===== src/rtl/hazard_scoreboard.sv =====
// RAW hazard scoreboard: tracks destination registers in flight after ID, stalls decode on a
// source match, counts stall cycles and cross-checks each retiring entry against the WB write port.
module hazard_scoreboard #(
   parameter int REG_ADDR_W = 4,
   parameter int PIPE_DEPTH = 3,
   parameter bit FORWARD_EN = 1'b0,
   parameter int CNT_W      = 16
) (
   input  logic                  clk,
   input  logic                  rst,
   input  logic [REG_ADDR_W-1:0] src1,
   input  logic [REG_ADDR_W-1:0] src2,
   input  logic                  has_two_src,
   input  logic                  id_wb_enable,
   input  logic                  id_mem_read,
   input  logic [REG_ADDR_W-1:0] id_dest_reg,
   input  logic                  flush,
   input  logic                  freeze,
   input  logic                  reg_file_wb_en,
   input  logic [REG_ADDR_W-1:0] reg_file_wb_address,
   output logic                  hazard_detected,
   output logic [CNT_W-1:0]      stall_count,
   output logic                  sb_mismatch
);

   // WB is never compared: the register file writes before it reads in the same cycle.
   localparam int HZ_STAGES = PIPE_DEPTH - 1;
   localparam logic [CNT_W-1:0] CNT_ONE = {{(CNT_W-1){1'b0}}, 1'b1};

   logic [PIPE_DEPTH-1:0] v_q;
   logic [REG_ADDR_W-1:0] dst_q [PIPE_DEPTH];
   // The load flag is only ever consulted in EXE, so deeper stages do not carry it.
   logic                  ld0_q;

   logic [HZ_STAGES-1:0]  m1;
   logic [HZ_STAGES-1:0]  m2;
   logic                  match_any;
   logic                  match_load;
   logic                  retire_bad;

   always_comb begin
      m1 = '0;
      m2 = '0;
      for (int k = 0; k < HZ_STAGES; k++) begin
         m1[k] = v_q[k] && (dst_q[k] == src1);
         m2[k] = v_q[k] && has_two_src && (dst_q[k] == src2);
      end
   end

   assign match_any       = |(m1 | m2);
   assign match_load      = (m1[0] | m2[0]) & ld0_q;
   assign hazard_detected = !flush && (FORWARD_EN ? match_load : match_any);

   assign retire_bad = (v_q[PIPE_DEPTH-1] != reg_file_wb_en) ||
                       (v_q[PIPE_DEPTH-1] && reg_file_wb_en &&
                        (dst_q[PIPE_DEPTH-1] != reg_file_wb_address));

   always_ff @(posedge clk) begin
      if (!rst) begin
         v_q         <= '0;
         ld0_q       <= 1'b0;
         for (int k = 0; k < PIPE_DEPTH; k++) begin
            dst_q[k] <= '0;
         end
         stall_count <= '0;
         sb_mismatch <= 1'b0;
      end else if (!freeze) begin
         for (int k = 1; k < PIPE_DEPTH; k++) begin
            v_q[k]   <= v_q[k-1];
            dst_q[k] <= dst_q[k-1];
         end
         if (flush || hazard_detected) begin
            v_q[0]   <= 1'b0;
            ld0_q    <= 1'b0;
            dst_q[0] <= '0;
         end else begin
            v_q[0]   <= id_wb_enable;
            ld0_q    <= id_mem_read;
            dst_q[0] <= id_dest_reg;
         end
         if (hazard_detected && (stall_count != {CNT_W{1'b1}})) begin
            stall_count <= stall_count + CNT_ONE;
         end
         if (retire_bad) begin
            sb_mismatch <= 1'b1;
         end
      end
   end

endmodule

===== config.mk =====
export PLATFORM = sky130hd
export DESIGN_NAME = hazard_scoreboard
export DESIGN_NICKNAME = d
export VERILOG_FILES = /design/src/rtl/hazard_scoreboard.sv
export SDC_FILE = /design/constraint.sdc
export NUM_CORES = 1
export LEC_CHECK = 0
export CAP_MARGIN = 20
export CELL_PAD_IN_SITES_DETAIL_PLACEMENT = 0
export CELL_PAD_IN_SITES_GLOBAL_PLACEMENT = 2
export CORE_MARGIN = 4
export CORE_UTILIZATION = 27
export DETAILED_ROUTE_END_ITERATION = 8
export PLACE_DENSITY = 0.75
export SLEW_MARGIN = 10
export SYNTH_ARGS = -nofsm -noshare
export SYNTH_HDL_FRONTEND = slang
export SYNTH_SLANG_ARGS = --single-unit

===== constraint.sdc =====
create_clock -name clk -period 1.7 [get_ports clk]
set_input_delay 0.34 -clock clk [delete_from_list [all_inputs] [get_ports clk]]
set_output_delay 0.34 -clock clk [all_outputs]
set_load 0.05 [all_outputs]

==> flow_summary.ini, run 1 <==
[pwr]
ir_drop_uv = 438
power_w = 0.00176
p_per_area_nw_per_um2 = 604
p_leak_nw = 1.12

[placed_design]
place.gp.congestion = 0.758
placed_area_sq_um = 2520
placement.io_buffers = 40
hpwl_microns = 3470

[critical_path]
max_stage_delay_ns = 0.46
cp-end-kind = output pin
worstPathArrival_ns = 1.71
r2r_cells = 8
reg2reg_to = stall_count[15]
path_cells = xor2_1, nor3_1, nand4_1, o21ai_4, nor2_4, nor2_4, buf_12
cp-start-kind = register
rr_startpoint = dst_q[0][6]
ff2ff_setup_slack_ns = -0.33
required_ns = 1.36
worstPathMaxFanout = 3
path_common_cell = nor2_4
worst-setup-path-type = register to output pin
critPathSlowestCell = edfxtp_1

[drt]
drt_iter0_drc = 45
num_vias = 1631
post_drt_wl_per_cell_microns = 13.8
route.detailed.drc = 0
wl_microns = 4780
drt-pass1-iter-count = 4
avgViaCountPerCell = 4.70
ant_nets = 0

[die]
core_area_sq_um = 6030
die_x_microns = 87.6
initial_core_util = 0.284
dieHeight_microns = 87.6
dieArea_sq_um = 7680
ios = 42
fp-row-count = 28

[worst_hold_path]
hold-path-endpoint = sb_mismatch
hold_depth = 2
hold_class = register to register
holdCritStartpoint = sb_mismatch

[cts]
cts_buffer_depth = 2
clock-root-buffer = clkbuf_8
clk_latency_ns = 0.29
cts.reportedPaths.clkPinSlew_ns = 0.07
htree_levels = 2
cts.sinks = 32
cts_tree = yes
cts_buffers = 5

[sta]
setup_violations = 22
max_freq_mhz = 488
skew_ns = 0.00559
timing.final.ws_setup_ns = -0.351
drv_slew = 0
finalCritPeriodShare = 1.21
rsz0062_at_grt = true
min_period_ns = 2.05
max_slew_margin = 0.764
hold_violations = 0
tightest_slew_ns = 0.353

[synth]
yosys_warnings = 0
netlist_area_sq_um = 1710
async_flop_share = 0
synth.distinct_cells = 40
ys_seq_elements = 32
yosysSeqAreaShare = 0.444
synth_edf_count = 12
avgSynthCellArea_sq_um = 9.78
ys.flop_type = dfxtp_1
syn_nets = 201
syn_inst = 175

[cells_and_area]
drive_gt1_frac = 0.463
diodes = 0
fin_area_sq_um = 2920
nNetsFinal = 297
synthToLayoutAreaGrowth_pct = 70.7

[global_route]
grt_pass1_vias = 1514
track_usage = 0.130
grt_pass1_wl_microns = 7630
grt_max_degree = 16
antenna_found_initial = 0
overflow = 0

[outcome]
status = finished with violations
failed_checks = setup timing

[run]
cap_violations = 0
[flip-flops by register name, indices dropped and copies added, names as in the netlist]
register and cells:
stall_count 16, dst_q 12, v_q 3, sb_mismatch 1
[logic make-up (layout without fill, tap and decap cells)]
logic type,count (synthesis),after routing,share of synthesized area
buf+inv,11,106,0.0373
compound gates,36,38,0.154
flops,32,32,0.444
xor+xnor,19,19,0.0972
mux,3,3,0.0175
fa+ha+maj,2,2,0.0146
simple gates,72,72,0.235
[cell usage in the layout, fill, tap and decap left out, drive strengths merged, types with 2 or more instances in the layout]
cell type      instances
buf                   70
dfxtp                 20
clkdlybuf4s50         15
nor2                  13
edfxtp                12
nand2                 11
xnor2                 11
and2                  10
nand3                  9
o21ai                  9
a21oi                  9
xor2                   8
dlygate4sd2            7
o31ai                  6
inv                    6
or4                    6
clkbuf                 5
nor3                   5
nand4                  4
nand2b                 4
mux2i                  3
nor4                   3
o311ai                 2
o41ai                  2
o31a                   2
o21a                   2
or3                    2
ha                     2
[final cells by class]
cell class | instances | area, sq um
fillers | 584 | 3100
inverters | 6 | 22.5
flip-flops and latches | 32 | 795
clock inverters | 3 | 42.5
repair buffers | 92 | 813
well taps | 75 | 93.8
clock buffers | 5 | 68.8
multi-input cells | 134 | 1090
[metrics by stage]
step	worst slack (ns)	TNS [ns]	cells	hold WS, ns	util
detailed placement	-0.753	-13.83	326	0.467	0.419
global placement	-0.700	-13.47	326	0.461	0.419
floorplan	-0.189	-2.08	175	0.462	-
finish	-0.351	-4.59	347	0.479	0.485
CTS	-0.390	-5.20	344	0.486	0.473
global route	-0.448	-6.74	347	0.535	0.485
[synth_stat cells, types with 5 or more instances]
cell	count	share of area
dfxtp_1	20	0.23
o31ai_1	6	0.026
nand2_1	11	0.024
and2_1	10	0.037
xor2_1	8	0.041
or4_1	6	0.026
a21oi_1	9	0.026
nand3_1	9	0.026
xnor2_1	11	0.056
nor3_1	5	0.015
edfxtp_1	12	0.21
nor2_1	12	0.026
[power breakdown]
| group | total [W] | internal, W | switching (W) |
|---|---|---|---|
| Clock | 0.000726 | 0.000433 | 0.000293 |
| Sequential | 0.000824 | 0.000807 | 0.0000171 |
| Combinational | 0.000215 | 0.000116 | 0.0000982 |
| Total | 0.00176 | 0.00136 | 0.000408 |
[routing by layer]
metal | up-vias | GRT usage | share of wire
met2 | 27 | 0.200 | 0.46
met4 | 0 | 0.0460 | 0.015
met3 | 5 | 0.0339 | 0.035
met5 | - | 0 | 0
met1 | 753 | 0.175 | 0.49
li1 | 846 | - | -
[worst max-delay path, delay by kind of cell (launching register included)]
kind,cells,cell delay [ns]
AO/OA/AOI/OAI,1,0.13
XOR/XNOR,1,0.17
buffers and inverters,1,0.14
flip-flops,1,0.46
AND/OR/NAND/NOR,4,0.52
[how the worst max path moves through the flow]
stage / to / cells past startpoint / start / slack [ns]
global route: hazard_detected / 7 / dst_q[0][4] / -0.45
finish: hazard_detected / 7 / dst_q[0][6] / -0.35
global placement: stall_count[0] / 9 / src2[0] / -0.70
detailed placement: stall_count[0] / 9 / src2[0] / -0.75
CTS: hazard_detected / 7 / dst_q[0][6] / -0.39
floorplan: stall_count[12] / 9 / stall_count[3] / -0.19
[timing repair]
item	4_1_cts	5_1_grt
endpoints found under the hold margin	0	0
pin swaps	18	10
cloned	2	0
resized for setup	31	12
setup endpoints to repair	22	22
hold buffers	0	0
setup buffers	8	3
Note: power is estimated with default switching activity, not from simulation.
==> run 2, diff against run 1 <==
--- a/config.mk
+++ b/config.mk
@@ -11,8 +11,9 @@
 export CORE_MARGIN = 4
 export CORE_UTILIZATION = 27
 export DETAILED_ROUTE_END_ITERATION = 8
+export GPL_ROUTABILITY_DRIVEN = 0
 export PLACE_DENSITY = 0.75
-export SLEW_MARGIN = 10
+export SLEW_MARGIN = 0
 export SYNTH_ARGS = -nofsm -noshare
 export SYNTH_HDL_FRONTEND = slang
 export SYNTH_SLANG_ARGS = --single-unit
==> results of run 2 <==
Final layout, timing and power as in run 1 (identical DEF).
==> RTL change: new RTL, settings of run 1 <==
`CNT_W`: 16 -> 24.
--- a/src/rtl/hazard_scoreboard.sv
+++ b/src/rtl/hazard_scoreboard.sv
@@ -5,5 +5,5 @@
    parameter int PIPE_DEPTH = 3,
    parameter bit FORWARD_EN = 1'b0,
-   parameter int CNT_W      = 16
+   parameter int CNT_W      = 24
 ) (
    input  logic                  clk,
Ports: changed (resized stall_count); port bits go from 42 to 50. The function was not compared with the original's and may differ.
==> RTL change against run 1 <==
The flow still finishes with violations (negative setup slack); worst setup slack worse by 0.13 ns; sequential power up 21%; routed wire length up 36%; critical path depth up 1; final area up 26%; power up 16%; combinational power up 18%; area after synthesis up 26%; sequential cell count up 8; synthesized cell count up 37%.
==> RTL change: results (changes against run 1) <==
The internal power of the cells is 1.55 mW (was 1.36 mW). The largest net degree at the start of global routing came to 20 (was 16). The number of multi-input logic gates came out at 178 (was 134). The leakage power is 1.54 nW (was 1.12 nW). The master of the slowest instance on the critical path is sky130_fd_sc_hd__clkdlybuf4s50_1 (was sky130_fd_sc_hd__edfxtp_1).

The met3 wire length was 225 microns (was 165 microns). The clock network area share came out at 0.0303 (was 0.0381). Run status: finished, violations left (unchanged). The met1 demand-to-capacity share in global routing was 0.193 (was 0.175). The count of final setup violators is 30 (was 22). The final-layout worst hold slack is 0.475 ns (was 0.479 ns).

The startpoint of the lowest-slack register-to-register path is dst_q[0][4] (was dst_q[0][6]). The largest clock skew in the final design is 0.00198 ns (was 0.00559 ns). The sequential standard cell area came out at 978 sq um (was 795 sq um). The fraction of area in multi-input gates came out at 0.364 (was 0.372). The total sequential power came out at 999 uW (was 824 uW). The post-layout utilization of the core came out at 0.476 (was 0.485).

The setup slack of the most critical reg-to-reg path came out at -0.43 ns (was -0.33 ns). The minimum setup slack in the final design is -0.478 ns (was -0.351 ns). The met1 wire length came out at 3.17 mm (was 2.32 mm). Violations in the final reports: negative setup slack (unchanged). The met3 global-route usage is 0.0294 (was 0.0339). The total routing usage reported by global routing came out at 0.139 (was 0.130). The number of resized instances in the post-cts repair step is 29 (was 31). The total power is 2.05 mW (was 1.76 mW).
[RTL change: cell types whose count changed after synthesis, moves of 4 or more]
| cell | run 1 | this run |
|---|---|---|
| sky130_fd_sc_hd__nand4_1 | 4 | 11 |
| sky130_fd_sc_hd__o21ai_0 | 4 | 9 |
| sky130_fd_sc_hd__nand2b_1 | 4 | 9 |
| sky130_fd_sc_hd__mux2i_1 | 3 | 9 |
| sky130_fd_sc_hd__clkbuf_1 | 2 | 8 |
| sky130_fd_sc_hd__a21oi_1 | 9 | 15 |
| sky130_fd_sc_hd__or3_1 | 2 | 8 |
| sky130_fd_sc_hd__nand2_1 | 11 | 17 |
| sky130_fd_sc_hd__dfxtp_1 | 20 | 28 |
| sky130_fd_sc_hd__inv_1 | 4 | 8 |
[RTL change: worst paths after layout]
kind | depth (start not counted) | end
worst max-delay path | 8 | hazard_detected
worst min-delay path | 2 | sb_mismatch
worst max register to register | 8 | stall_count[7]
worst min register to register | 2 | sb_mismatch
